File: src/rtl/ov7670_config_seq.sv
// ov7670_config_seq: walks a register ROM and issues one SCCB write per entry,
// honouring 16'hFFF0 delay markers and a 16'hFFFF end marker.
module ov7670_config_seq #(
   parameter logic [31:0] DELAY_CYCLES = 32'd1_000_000,
   parameter int          ROM_AW       = 8
) (
   input  logic              clk,
   input  logic              rst_n,
   input  logic              i_start,
   output logic [ROM_AW-1:0] o_rom_addr,
   output logic              o_rom_en,
   input  logic [15:0]       i_rom_data,
   output logic              o_sccb_start,
   output logic [7:0]        o_sccb_reg,
   output logic [7:0]        o_sccb_val,
   input  logic              i_sccb_ready,
   output logic              o_busy,
   output logic              o_done
);
   typedef enum logic [3:0] {
      IDLE, FETCH, WAIT_ROM, DECODE, SEND, GUARD, WAIT_DONE, DELAY, DONE
   } state_t;

   state_t            r_state, w_next;
   logic [ROM_AW-1:0] r_addr;
   logic [7:0]        r_reg, r_val;
   logic [31:0]       r_cnt;
   logic              w_accept, w_adv, w_end, w_dly;

   assign w_end    = i_rom_data == 16'hFFFF;
   assign w_dly    = i_rom_data == 16'hFFF0;
   assign w_accept = (r_state == IDLE || r_state == DONE) && i_start;

   always_comb begin
      w_next = r_state;
      w_adv  = 1'b0;
      case (r_state)
         IDLE, DONE: if (i_start) w_next = FETCH;
         FETCH:      w_next = WAIT_ROM;
         WAIT_ROM:   w_next = DECODE;
         DECODE:     w_next = w_end ? DONE : w_dly ? DELAY : SEND;
         SEND:       if (i_sccb_ready) w_next = GUARD;
         GUARD:      w_next = WAIT_DONE;
         WAIT_DONE:  w_adv = i_sccb_ready;
         DELAY:      w_adv = r_cnt == DELAY_CYCLES - 32'd1;
         default:    w_next = IDLE;
      endcase
      // the last ROM address ends the sequence instead of wrapping to 0
      if (w_adv) w_next = &r_addr ? DONE : FETCH;
   end

   always_ff @(posedge clk or negedge rst_n) begin
      if (!rst_n) r_state <= IDLE;
      else        r_state <= w_next;
   end

   always_ff @(posedge clk or negedge rst_n) begin
      if (!rst_n) begin
         r_addr <= '0;
         r_reg  <= '0;
         r_val  <= '0;
         r_cnt  <= '0;
      end else begin
         if (w_accept) r_addr <= '0;
         else if (w_adv && !(&r_addr)) r_addr <= r_addr + 1'b1;
         if (r_state == DECODE && !w_end && !w_dly) begin
            r_reg <= i_rom_data[15:8];
            r_val <= i_rom_data[7:0];
         end
         if (r_state == DECODE) r_cnt <= '0;
         else if (r_state == DELAY) r_cnt <= r_cnt + 32'd1;
      end
   end

   assign o_rom_addr   = r_addr;
   assign o_rom_en     = r_state == FETCH;
   assign o_sccb_start = r_state == SEND && i_sccb_ready;
   assign o_sccb_reg   = r_reg;
   assign o_sccb_val   = r_val;
   assign o_busy       = r_state != IDLE && r_state != DONE;
   assign o_done       = r_state == DONE;
endmodule

File: config.mk
export PLATFORM = sky130hd
export DESIGN_NAME = ov7670_config_seq
export DESIGN_NICKNAME = d
export VERILOG_FILES = /design/src/rtl/ov7670_config_seq.sv
export SDC_FILE = /design/constraint.sdc
export NUM_CORES = 1
export LEC_CHECK = 0
export ABC_AREA = 1
export CAP_MARGIN = 20
export CORE_MARGIN = 4
export CORE_UTILIZATION = 40
export DETAILED_ROUTE_END_ITERATION = 8
export PLACE_DENSITY = 0.63
export SYNTH_ARGS = -nofsm -noshare
export SYNTH_HDL_FRONTEND = slang
export SYNTH_SLANG_ARGS = --single-unit
File: constraint.sdc
create_clock -name clk -period 2.1 [get_ports clk]
set_clock_uncertainty 0.15 [all_clocks]
set_input_delay 0.42 -clock clk [delete_from_list [all_inputs] [get_ports clk]]
set_output_delay 0.42 -clock clk [all_outputs]
set_load 0.02 [all_outputs]
# == Yosys cells after proc, flatten, opt, wreduce, memory -nomap -nowiden ==
# Index checks and enable logic that the tools add are counted.
# word_totals
inputBits,20
latch_bits,0
rom_bits,0
regBits,60
elab_cells,52
ram_bits,0
memories,0
# classes
n_lt_le_gt_ge,0
eq_ne,15
shifts,0
n_mux,12
addsub,2
n_mul,0
div,0
bitwise_logic,0
reduce_logical,18
# op_table
op,n
$mux 32,2
$add 32x1->32 const B,1
$eq 16x16->1 const B,2
$eq 32x20->1 const B,1
$pmux 4 s7,1
$mux 4,5
$eq 4x3->1 const B,4
$mux 8,2
$add 8x1->8 const B,1
$eq 4x2->1 const B,2
$reduce_and 8->1,1
$logic_and 1x1->1,6
$ne 3x3->1 const B,2
$eq 4x1->1 const B,1
$eq 4x4->1 const B,1
$logic_not 4->1,1
$ne 4x4->1 const B,1
$reduce_bool 2->1,2
$reduce_bool 4->1,1
$reduce_or 2->1,2
$logic_not 1->1,3
$reduce_and 3->1,1
$mux 2,1
$ne 2x1->1 const B,1
other kinds (2),2

# == Longest topological paths before layout ==
# depth
depth_word,5
ltp_mapped,11
ltp_nobuf,11

# == Least setup slack after synthesis ==
# No wires, ideal clock.
# synth_path
path_kind,register -> output
start,reg r_state[1]
end,out o_done
path_slack_ns,0.354
n_path_buf,0
t_arrival_ns,1.176
stages_incl_launch_ff,4
cell_sequence,dfrtp_1 > nor2_1 > nand2_1 > nor2_1
# synth_between
elab_chain_cells,1
# synth_rtl
item,line,text
from (decl),24,"state_t r_state, w_next;"
from (signal assigned),54,else r_state <= w_next;
$eq 4x4->1,81,assign o_done = r_state == DONE;
to (decl),18,output logic o_done
# No other way between the ends.

# == Worst setup path after layout ==
# layout_path
start,reg r_state[1]
end,out o_busy
# layout_between
elab_chain_cells,2
word_cells_on_any_way,3
cone_classes,eq/ne (1); reduce/logical (2)
# layout_rtl
item,line,text
$ne 4x4->1 / $reduce_bool 4->1 (equally long branches),80,assign o_busy = r_state != IDLE && r_state != DONE;
$logic_and 1x1->1 *,80,
to (decl),17,"output logic o_busy,"
# Every way passes the cells marked *; elsewhere a longest branch is shown, timed or not.

==> metrics.json <==
{
  "min-delay-path-class": "reg2reg",
  "die_w_um": 104,
  "cts_num_sinks": 60,
  "pin_count": 48,
  "regArea_um2": 1500,
  "multiInputGateArea_um2": 1930,
  "final_core_utilization_pct": 52.2,
  "gr-total-overflow": 0,
  "synthesis.area_per_instance_um2": 7.17,
  "largest_stage_delay_worst_path_ns": 0.44,
  "largest_register_ffs": 32,
  "drive_above_1_share_pct": 13.1,
  "worstPathArrival_ns": 1.46,
  "starting_drc_count_in_detailed_routing": 163,
  "outcome": "completed",
  "hold_viol": 0,
  "via_count": 3579,
  "clock_tree.root_cell": "clkbuf_8",
  "timing.max_slew.rel_slack_pct": 62.9,
  "syn-cell-area_um2": 3690,
  "synth-warning-count": 0,
  "synthCells": 515,
  "routed_wirelength_um": 9560,
  "crit_path_top_delay_cell": "dfrtp_2",
  "slew_violations": 0,
  "dp.cells": 681,
  "worst-slew-pin-transition_ns": 0.556,
  "yosys.area.top_type": "dfrtp_1",
  "regToRegEndpoint": "r_cnt[18]$_DFFE_PN0P_",
  "yosys.area.top_type_share_pct": 40.6,
  "drv.max_cap_violation_count": 0,
  "die_area_um2": 10800,
  "cts.path.max_buffers": 2,
  "synth_cell_type_count": 37,
  "report.final.setup_viol": 0,
  "post-route-drc-count": 0,
  "row_count": 34,
  "timing.setup.critical_path_class": "reg2out",
  "cell_leakage_power_uw": 0.00217,
  "maxClockFrequency_mhz": 492,
  "stdcell_count": 698,
  "critical_hold_path_startpoint": "o_sccb_val[5]$_DFFE_PN0P_",
  "globalplace.congestion": 0.920,
  "fp.dieH_um": 104,
  "number_of_iterations_in_the_first_detailed_routing_pass": 5,
  "io_buffer_count": 47,
  "worstSkewPairLatency_ns": 0.35,
  "tritoncts": "done",
  "cp.required_ns": 1.53,
  "yosys-top-cells-area": "dfrtp_1 (41%), nand2_1 (16%), nand3_1 (7.7%)",
  "mostFrequentLayoutCells": "nand2_1 (155), nor2_1 (60), dfrtp_1 (58), nand3_1 (57), inv_1 (48)",
  "setup_repair_after_global_routing_missed_its_margin": "false",
  "post-route-worst-setup-slack_ns": 0.0668,
  "endpoint_kind": "output port",
  "design.core.area_um2": 8850,
  "synth_sequential_area_ratio_pct": 40.6,
  "cts-buffers-inserted": 9,
  "num-nets-final": 608,
  "critPathLaunch": "r_state[1]$_DFFE_PN0P_",
  "synth_nets": 537,
  "grt_start_max_net_pins": 24,
  "antenna_left": 0,
  "worst_hold_path.endpoint": "o_sccb_val[5]$_DFFE_PN0P_",
  "cts_max_level": 3,
  "clkTransAtPathRegs_ns": 0.07,
  "number_of_antenna_violations_at_the_first_check_in_global_routing": 0,
  "global_route_wire_length_before_repair_um": 16700,
  "fin_crit_ns": 2.03,
  "fillCellCount": 895,
  "top_register_by_number_of_flip_flops": "r_cnt",
  "wl_per_cell_um": 13.7,
  "start_util_pct": 41.8,
  "crit_fanout": 4,
  "place.detailed.hpwl_um": 7270,
  "r2r-start": "r_cnt[0]$_DFFE_PN0P_",
  "first_global_vias": 3568,
  "vdd_drop_max_v": 0.000737,
  "cells_on_worst_hold_path": 2,
  "cp-start-kind": "flop",
  "final_common_cell": "nand2_1",
  "mean_number_of_vias_per_cell": 5.13,
  "critical_path.cell_chain": "nor2_4 > nand2_1 > buf_4 > dlygate4sd2_1",
  "groute.usage.overall_pct": 18.5,
  "cellPowerDensity_nw_per_um2": 920,
  "synth-seq-cells": 60,
  "n_antenna_cell": 0,
  "syn_to_final_growth_pct": 24.9,
  "reg2reg_setup_slack_ns": 0.25,
  "place_ws_ns": -0.125,
  "layout_worst_path_cycle_share_pct": 96.8,
  "finalSetupTns_ns": 0,
  "worst_r2r_path_depth": 10
}
[worst max path at each step]
stage | cells after the start | to
CTS | 4 | o_busy
global route | 4 | o_busy
global placement | 4 | o_sccb_start
finish | 4 | o_busy
detailed placement | 4 | o_sccb_start
floorplan | 3 | o_done
[cells by family after synthesis]
logic type,Yosys count,synth area share (%)
xor+xnor,7,1.66
fa+ha+maj,2,0.677
flops,60,40.6
simple gates,341,43.4
buf+inv,65,7.52
compound gates,40,6.10
[power breakdown]
| group | switching [uW] | internal [uW] | leakage (uW) |
|---|---|---|---|
| clock network | 447 | 483 | 0.0000893 |
| logic | 1050 | 727 | 0.00128 |
| registers | 161 | 1380 | 0.000802 |
[area by class of cell]
type	instances	share of cell area, %
Clock inverter	2	0.217
Sequential cell	60	32.6
Inverter	53	4.31
Timing Repair Buffer	72	14.8
Multi-Input combinational cell	390	41.7
Tap cell	108	2.93
Clock buffer	13	3.44
[worst max-delay path, delay by kind of cell (launching register included)]
kind	cells	cell delay [ns]
buf+inv	2	0.45
simple gates	2	0.22
flops	1	0.44
[synthesized netlist by cell type, drive strengths merged]
master     n
xnor2      2
nor2      70
o211ai     2
nand2    166
o21ai     20
a22oi      1
and2       1
clkbuf     4
nor4       2
buf        8
o2111ai    1
nand3     62
o22ai      2
nand4     25
nor3b      1
o21a       2
dfrtp     60
ha         2
nand3b     1
a21oi     11
nor3      13
a31oi      1
inv       53
xor2       5
[metrics by stage]
step | total power, uW | hold slack (ns) | area, um2
global placement | 3310 | 0.283 | 4430
detailed placement | 3330 | 0.290 | 4430
CTS | 4270 | 0.324 | 4600
global route | 4540 | 0.355 | 4620
finish | 4240 | 0.321 | 4620
floorplan | 2540 | -0.0256 | 3690
[per-layer routing]
metal	up-vias	global-route usage, %	part of all wire (%)
li1	1829	-	-
met1	1659	24.9	47
met2	76	29.6	47
met3	15	4.16	4.4
met4	0	5.70	1.6
met5	-	0	0
[repair_timing]
item                       CTS  global route
hold endpoints to repair    18             0
pin swaps                    0             1
hold buffers                 1             0
setup endpoints to repair    4            14
resized for setup            5             9
setup buffers                0             1
(Power assumes the default switching activity.)
==> variant (same settings) <==
`ROM_AW`: 8 -> 7.
--- a/src/rtl/ov7670_config_seq.sv
+++ b/src/rtl/ov7670_config_seq.sv
@@ -2,7 +2,7 @@
 // honouring 16'hFFF0 delay markers and a 16'hFFFF end marker.
 module ov7670_config_seq #(
    parameter logic [31:0] DELAY_CYCLES = 32'd1_000_000,
-   parameter int          ROM_AW       = 8
+   parameter int          ROM_AW       = 7
 ) (
    input  logic              clk,
    input  logic              rst_n,
Ports: changed (resized o_rom_addr); port bits go from 48 to 47. No check against the original RTL was run, so the function may have changed too.
==> variant against the unedited design <==
Maximum frequency increased by 2.4%. Global-route usage decreased by 0.71 points. Sequential cell count decreased by 1. Synthesized cell count decreased by 7.6%. Non-clock buffer count decreased by 6. Synthesized area decreased by 7.8%. Count of clock-buffer cells in the layout decreased by 2. Routed wire length decreased by 14%. Setup slack improved by 0.047 ns. Cell area decreased by 7.6%. Critical endpoint is now o_rom_addr[2]. Largest cell class unchanged.
Power is not compared: it rests on default switching activity, and its combinational part moved more than twofold at a synthesized area within 25%.
==> variant: results (changes against the unedited design) <==
[critical_path]
crit_family = buffers and inverters
slowest_stage = clkdlybuf4s50_1
cp_max_fo = 5  ; +1
slowest_delay_ns = 0.64  ; +0.20 ns
cp.arrival_ns = 1.42  ; -0.04 ns

[final_layout]
fillers = 840  ; -6.1%
finalNetCount = 563  ; -7.4%
instances_no_fill = 651  ; -6.7%
drive_gt1_share_pct = 10.8  ; -2.2 points

[drt]
ant_nets = 0  ; unchanged
vias = 3265  ; -8.8%
finalWirelength_um = 8180  ; -14%
drt-initial-drc-count = 149  ; -8.6%

[sta]
worstMarginPinSlew_ns = 0.402  ; -0.154 ns

[synth]
synthTopCellsByArea = dfrtp_1 43%, nand2_1 15%, nand3_1 7.3%
synth_seq_area_share_pct = 43.3  ; +2.7 points
synth_cell_types = 32  ; -14%
syn_nets = 498  ; -7.3%
syn_inst = 476  ; -7.6%
yosys-top-cells-count = 138 x nand2_1, 59 x dfrtp_1, 55 x nor2_1, 50 x nand3_1, 48 x inv_1

[grt]
grt_pass1_wl_um = 14600  ; -13%
track_usage_pct = 17.8  ; -0.71 points
antenna_found_initial = 0  ; unchanged
grt_max_degree = 60  ; +150%

[clock_network]
cts.path.max_buffers = 2  ; unchanged
cts-htree-levels = 3  ; unchanged
clk_pin_slew_ns = 0.08

[placement]
place.gp.congestion = 0.852  ; -7.4%
dp_slack_ns = -0.124  ; +0.00107 ns
placed_area_um2 = 4080  ; -7.8%
dpl.hpwl_um = 6060  ; -17%
numPortBuffers = 46  ; -2.1%
place_inst = 634  ; -6.9%

[pwr]
power.leakage_nw = 1.99

[outcome]
outcome = complete, no violations

-- variant: layer usage --
metal  wire [µm]  up-vias  GRT usage (%)
met5           0        -              0
met4          98        0           5.08
met3         392       10           4.93
met2        3940       75           29.3
met1        3750     1500           22.9
li1            -     1680              -
-- variant: report_power, final --
group / internal [mW] / total, mW / switching (mW)
clock network: 0.544 / 1.00 / 0.460
logic: 0.0711 / 0.141 / 0.0694
registers: 1.15 / 1.16 / 0.00914
-- variant: path summary, 6_finish.rpt --
kind                                from            end  slack (ns)  cells after the start
max                        o_rom_addr[2]  o_rom_addr[2]        0.11                      1
min                        o_sccb_val[5]  o_sccb_val[5]        0.33                      2
max reg2reg                   r_state[3]      r_cnt[21]        0.13                      9
min reg2reg                o_sccb_val[5]  o_sccb_val[5]        0.33                      2
max in group asynchronous          rst_n  o_sccb_reg[3]        1.06                      3
min in group asynchronous          rst_n      r_cnt[14]        0.48                      3
-- variant: cell type report --
type	instances	area, µm²	share of cell area [%]
Timing Repair Buffer	66	617	14.5
Clock inverter	5	53.8	1.26
Inverter	54	203	4.75
Sequential cell	59	1480	34.7
Clock buffer	11	131	3.08
Tap cell	105	131	3.08
Multi-Input combinational cell	351	1650	38.7
-- variant: cell families after synthesis --
family | share of synthesized area [%]
adder cells (fa/ha/maj) | 0.734
AND/OR/NAND/NOR | 39.3
buffers and inverters | 8.26
AO/OA/AOI/OAI | 7.38
flip-flops | 43.3
XOR/XNOR | 1.03
-- variant: repair_timing --
action	CTS	global route
setup endpoints to repair	4	3
hold buffers	1	0
endpoints found under the hold margin	59	0
gates resized for setup	6	7
pin swaps	0	0
